--- src/rtl/instruction_fetch_unit.sv ---
// Fetches one instruction word per retire: IDLE -> REQ (until ack or timeout) -> VALID (until pcLoad); ERR is terminal.
// Latency: ack to instrValid is one cycle; no backpressure on memory beyond holding imemReq until imemAck.
module instruction_fetch_unit #(
   parameter logic [31:0] RESET_PC = 32'h0000_0000,
   parameter int unsigned TIMEOUT  = 16
) (
   input  logic        clk,
   input  logic        rst_n,
   input  logic [31:0] nextPC,
   input  logic        pcLoad,
   output logic        imemReq,
   output logic [31:0] imemAddr,
   input  logic        imemAck,
   input  logic [31:0] imemData,
   output logic [31:0] currentPC,
   output logic [31:0] instr,
   output logic        instrValid,
   output logic [31:0] instrCount,
   output logic [1:0]  errCode
);

   localparam logic [7:0] TMO_LIMIT = 8'(TIMEOUT);

   typedef enum logic [1:0] {
      S_IDLE  = 2'd0,
      S_REQ   = 2'd1,
      S_VALID = 2'd2,
      S_ERR   = 2'd3
   } state_t;

   state_t      state, state_nxt;
   logic [31:0] pc_q, pc_nxt;
   logic [31:0] instr_q, instr_nxt;
   logic        valid_q, valid_nxt;
   logic [31:0] count_q, count_nxt;
   logic [1:0]  err_q, err_nxt;
   logic [7:0]  tmo_q, tmo_nxt;
   logic        req_q, req_nxt;

   always_ff @(posedge clk or negedge rst_n) begin
      if (!rst_n) begin
         state   <= S_IDLE;
         pc_q    <= RESET_PC;
         instr_q <= 32'h0;
         valid_q <= 1'b0;
         count_q <= 32'h0;
         err_q   <= 2'b00;
         tmo_q   <= 8'h0;
         req_q   <= 1'b0;
      end else begin
         state   <= state_nxt;
         pc_q    <= pc_nxt;
         instr_q <= instr_nxt;
         valid_q <= valid_nxt;
         count_q <= count_nxt;
         err_q   <= err_nxt;
         tmo_q   <= tmo_nxt;
         req_q   <= req_nxt;
      end
   end

   always_comb begin
      state_nxt = state;
      pc_nxt    = pc_q;
      instr_nxt = instr_q;
      valid_nxt = valid_q;
      count_nxt = count_q;
      err_nxt   = err_q;
      tmo_nxt   = tmo_q;
      case (state)
         S_IDLE: begin
            state_nxt = S_REQ;
            tmo_nxt   = 8'h0;
         end
         S_REQ: begin
            // An ack on the timeout cycle still completes the fetch.
            if (imemAck) begin
               instr_nxt = imemData;
               valid_nxt = 1'b1;
               count_nxt = count_q + 32'd1;
               state_nxt = S_VALID;
            end else if (tmo_q + 8'd1 == TMO_LIMIT) begin
               err_nxt   = 2'b10;
               state_nxt = S_ERR;
            end else begin
               tmo_nxt = tmo_q + 8'd1;
            end
         end
         S_VALID: begin
            if (pcLoad) begin
               pc_nxt    = nextPC;
               valid_nxt = 1'b0;
               if (nextPC[1:0] != 2'b00) begin
                  err_nxt   = 2'b01;
                  state_nxt = S_ERR;
               end else begin
                  tmo_nxt   = 8'h0;
                  state_nxt = S_REQ;
               end
            end
         end
         S_ERR: begin
            valid_nxt = 1'b0;
         end
         default: state_nxt = S_IDLE;
      endcase
      req_nxt = (state_nxt == S_REQ);
   end

   assign imemReq    = req_q;
   assign imemAddr   = pc_q;
   assign currentPC  = pc_q;
   assign instr      = instr_q;
   assign instrValid = valid_q;
   assign instrCount = count_q;
   assign errCode    = err_q;

endmodule

--- config.mk ---
export PLATFORM = sky130hd
export DESIGN_NAME = instruction_fetch_unit
export DESIGN_NICKNAME = d
export VERILOG_FILES = /design/src/rtl/instruction_fetch_unit.sv
export SDC_FILE = /design/constraint.sdc
export NUM_CORES = 1
export LEC_CHECK = 0
export CAP_MARGIN = 40
export CELL_PAD_IN_SITES_DETAIL_PLACEMENT = 1
export CELL_PAD_IN_SITES_GLOBAL_PLACEMENT = 2
export CORE_ASPECT_RATIO = 1.1
export CORE_UTILIZATION = 23
export DETAILED_ROUTE_END_ITERATION = 10
export HOLD_SLACK_MARGIN = 0.08
export PLACE_DENSITY_LB_ADDON = 0.1
export SYNTH_ARGS = -nofsm -noshare
export SYNTH_HDL_FRONTEND = slang
export SYNTH_SLANG_ARGS = --single-unit
--- constraint.sdc ---
create_clock -name clk -period 1.8 [get_ports clk]
set_input_delay 0.54 -clock clk [delete_from_list [all_inputs] [get_ports clk]]
set_output_delay 0.54 -clock clk [all_outputs]
set_load 0.005 [all_outputs]
After elaboration in Yosys (flattened, before gate mapping)
Cells that the tools add are included.
{ "classes": {"add_sub_neg": 2, "n_eq_ne": 12, "n_mux": 18, "n_reduce_logical": 10} }
{ "op_table": {"columns": ["operator", "n"], "rows": [
  ["$add A32 B1 Y32 const B", 1],
  ["$mux W8", 4],
  ["$pmux W8 S3", 1],
  ["$mux W2", 8],
  ["$ne A2 B2 Y1 const B", 7],
  ["$reduce_and A5 Y1", 2],
  ["$add A8 B1 Y8 const B", 1],
  ["$eq A8 B5 Y1 const B", 1],
  ["$pmux W2 S3", 1],
  ["$reduce_bool A3 Y1", 2],
  ["$eq A2 B1 Y1 const B", 2],
  ["$eq A2 B2 Y1 const B", 2],
  ["$pmux W2 S2", 1],
  ["$reduce_and A2 Y1", 2],
  ["$reduce_bool A2 Y1", 2],
  ["$pmux W1 S3", 1],
  ["$reduce_and A3 Y1", 1],
  ["$logic_not A2 Y1", 1],
  ["$mux W1", 2]
]} }
{ "word_totals": {"regBits": 110, "inputBits": 68, "output_inout_bits": 132, "wordCells": 50} }

Logic depth before layout (Yosys ltp)
{ "logic_depth": {"word_depth": 6, "ltp_mapped": 7} }

Worst setup path after synthesis
Ideal clock, no wire load.
{ "synth_path": {"path_kind": "flip-flop to flip-flop", "startpoint": "reg tmo_q[0]", "endpoint": "reg err_q[0] (netlist: errCode[0])", "setup_time_ps": 120, "arrival_time_ps": 1742, "path_slack_ps": -61, "stages_incl_launch_ff": 7, "path_buffers": 0, "cell_sequence": "dfrtp_1 ha_1 and3_1 a311o_1 nor4_1 nand3_1 and3_1"} }
{ "synth_between": {"elab_chain_cells": 4} }
{ "synth_lines": {"columns": ["element", "line", "source"], "rows": [
  ["from (decl)", "37", "logic [7:0] tmo_q, tmo_nxt;"],
  ["from (signal assigned)", "57", "tmo_q <= tmo_nxt;"],
  ["$add A8 B1 Y8", "82", "end else if (tmo_q + 8'd1 == TMO_LIMIT) begin"],
  ["$eq A8 B5 Y1", "82", null],
  ["$ne A2 B2 Y1 (no source line)", null, null],
  ["$reduce_and A5 Y1 (no source line)", null, null],
  ["to (signal assigned)", "56", "err_q <= err_nxt;"],
  ["to (decl)", "36", "logic [1:0] err_q, err_nxt;"]
]} }
Every way passes these cells.
A chain may end at the register's enable or synchronous reset.

Worst setup path after layout
Same ends and word-level chain as after synthesis.

==> flow_summary.ini <==
[drt]
drc_errors = 19
antenna_left = 0
routed_wl_um = 14800
wire_per_inst_um = 15.8
drt_iter0_drc = 97
vias = 4034
drt_first_pass_iters = 7
via_per_inst = 4.30

[clock_network]
cts_num_sinks = 110
numCtsBuffers = 9
clk_pin_slew_ns = 0.07
cts_tree = yes
clockRootBuffer = clkbuf_16
insertion_delay_ns = 0.36
h-tree-depth = 3
max-clock-path-buffers = 2

[status]
violations = design-rule violations, negative setup slack
status = complete, but fails checks

[timing]
timing.final.crit_share_pct = 106
whs_ns = 0.476
period_needed_ns = 1.91
fin_ws_ns = -0.110
finalSetupViolCount = 7
slew_viol_final = 0
tightest_slew_ns = 0.449
timing.slew.headroom_pct = 70.0
rsz0062_at_grt = yes
hold_viol = 0
setup_tns_ns = -0.466
fmax_ghz = 0.524
clock_skew_ns = 0.00952

[placement]
gp_congestion = 0.745
numPortBuffers = 199
hpwl_um = 10700

[synth]
synth_edf_count = 0
ys_warn_count = 0
synth.cell_area_mm2 = 0.00476
synth_async_sr_flop_share_pct = 100
netlist_instances = 432
synth_flop_cell = dfrtp_1
seq_area_frac_synth_pct = 57.8
yosysUniqueCellTypes = 41
avgSynthCellArea_um2 = 11.0
syn_nets = 502
ys_ff_latch = 110

[power]
total_power_mw = 4.88
leakage_nw = 5.06
p_clk_share_pct = 44.9
seq_power_share_pct = 50.6
p_sw_mw = 1.04
swShare_pct = 21.3
power_density_mw_per_mm2 = 611
vdd.ir_drop.worst_uv = 417
p_int_mw = 3.84
p_comb_share_pct = 4.6

[floorplanning]
coreArea_mm2 = 0.0201
num_rows = 54
boundaryPins = 200
die_width_um = 139
dieArea_mm2 = 0.0213
initial_core_util_pct = 23.7
die_h_um = 153

[global_route]
antenna_found_initial = 0
track_usage_pct = 14.4
grt_pass1_wl_um = 23900
grt_overflow = 0
grt_pass1_vias = 4389
grt_max_degree = 51

[final_layout]
layout_commonest_cell = nand2_1
fillers = 2176
seq_area_mm2 = 0.00276
diodes = 0
layout_common_cells = nand2_1, dfrtp_1, clkdlybuf4s50_1
multi_input_area_mm2 = 0.00181
layout-drive-gt1-share_pct = 23.6
area_growth_pct = 67.7
fin_nets = 753

[setup_path]
arrival_ns = 2.15
cp-start-kind = flip-flop
crit_type = flip-flop to flip-flop
crit_fanout = 3
cp-end-kind = flip-flop
crit_required_ns = 2.04

[min_path]
min_path_type = flip-flop to flip-flop

[job]
drv_cap = 0
## power by group through the flow
stage               clock, mW  combinational (mW)  sequential (mW)
floorplan                   0             0.00332             2.52
global placement            0               0.224             2.52
detailed placement          0               0.227             2.52
CTS                      2.28               0.231             2.47
global route             2.35               0.247             2.47
finish                   2.19               0.224             2.47
## routing by layer
metal / part of all wire (%) / GRT usage (%)
met1: 42 / 17.2
met2: 49 / 24.7
met3: 7.3 / 3.85
met4: 1.5 / 5.24
met5: 0 / 0
## layout make-up
class | instances | area share, %
tap | 252 | 3.95
multi-input combinational | 274 | 22.6
sequential | 110 | 34.5
clock inverter | 6 | 1.19
inverter | 1 | 0.0470
timing repair buffer | 287 | 34.8
clock buffer | 9 | 2.82
## state kept, by name (all words and copies together) (netlist names)
signal and cells:
instrValid 1, tmo_q 8, state 2, errCode 2, instr 32, imemReq 1
currentPC 32, instrCount 32
## Yosys cell counts, types with 2 or more instances
library cell  number  area (um2)
nand2_1          122         458
nor4_1             2        12.5
o41ai_1            2        17.5
buf_1              3        11.3
xor2_1             6        52.6
nor4_4             2        42.5
nor2_1             9        33.8
nand3_1           14        70.1
and4_1             2        17.5
nand4_1            7        43.8
and2_1             3        18.8
nor3_1             3        15.0
mux2_2            32         360
clkbuf_1           4        15.0
buf_2              6        30.0
nand3_2            2        20.0
xnor2_1           25         219
a21oi_1            5        25.0
ha_1               2        25.0
and3_1             9        56.3
dfrtp_1          110        2750
o21ai_0            9        45.0
buf_4             34         255
nor2b_1            2        12.5
## cells by family after synthesis
logic type                 after synthesis  synth area share (%)
and+or+nand+nor                        187                  18.7
AOI/OAI and AO/OA                       21                  2.84
adders and majority gates                2                 0.525
DFF                                    110                  57.8
buffers and inverters                   48                  6.62
muxes                                   33                  7.78
xor gates and xnor gates                31                  5.70
## through the flow
step	utilization (%)	worst slack (ns)	cell area, um2	instances
after floorplan	-	0.00139	4760	432
after global placement	35.3	-0.516	7090	874
after detailed placement	35.4	-0.543	7100	875
after CTS	38.3	-0.0839	7680	925
after global routing	39.8	-0.150	7990	939
final	39.8	-0.110	7990	939
## path summary, 6_finish.rpt
kind                            cells after the start  startpoint              to  slack, ns
worst min-delay path                                2   instr[21]       instr[21]       0.48
worst max register to register                      7    tmo_q[0]      errCode[0]      -0.11
max in group asynchronous                           3       rst_n  instrCount[22]       0.69
worst min register to register                      2   instr[21]       instr[21]       0.48
min in group asynchronous                           2       rst_n   currentPC[23]       0.57
worst max-delay path                                7    tmo_q[0]      errCode[0]      -0.11
## repair_timing
action	CTS	global route
hold buffers	1	0
endpoints found under the hold margin	8	0
gates resized for setup	71	75
buffers inserted	34	16
endpoints found under the setup margin	109	77
pin swaps	6	8
## critical path, cell delays in order (launching register included)
cell and delay, ns:
dfrtp_1 0.39, ha_2 0.19, and3_4 0.15, a311o_1 0.32, buf_4 0.17, nor4_4 0.21, nand3_1 0.17, and3_4 0.21
Power figures use the tool's default switching activity.
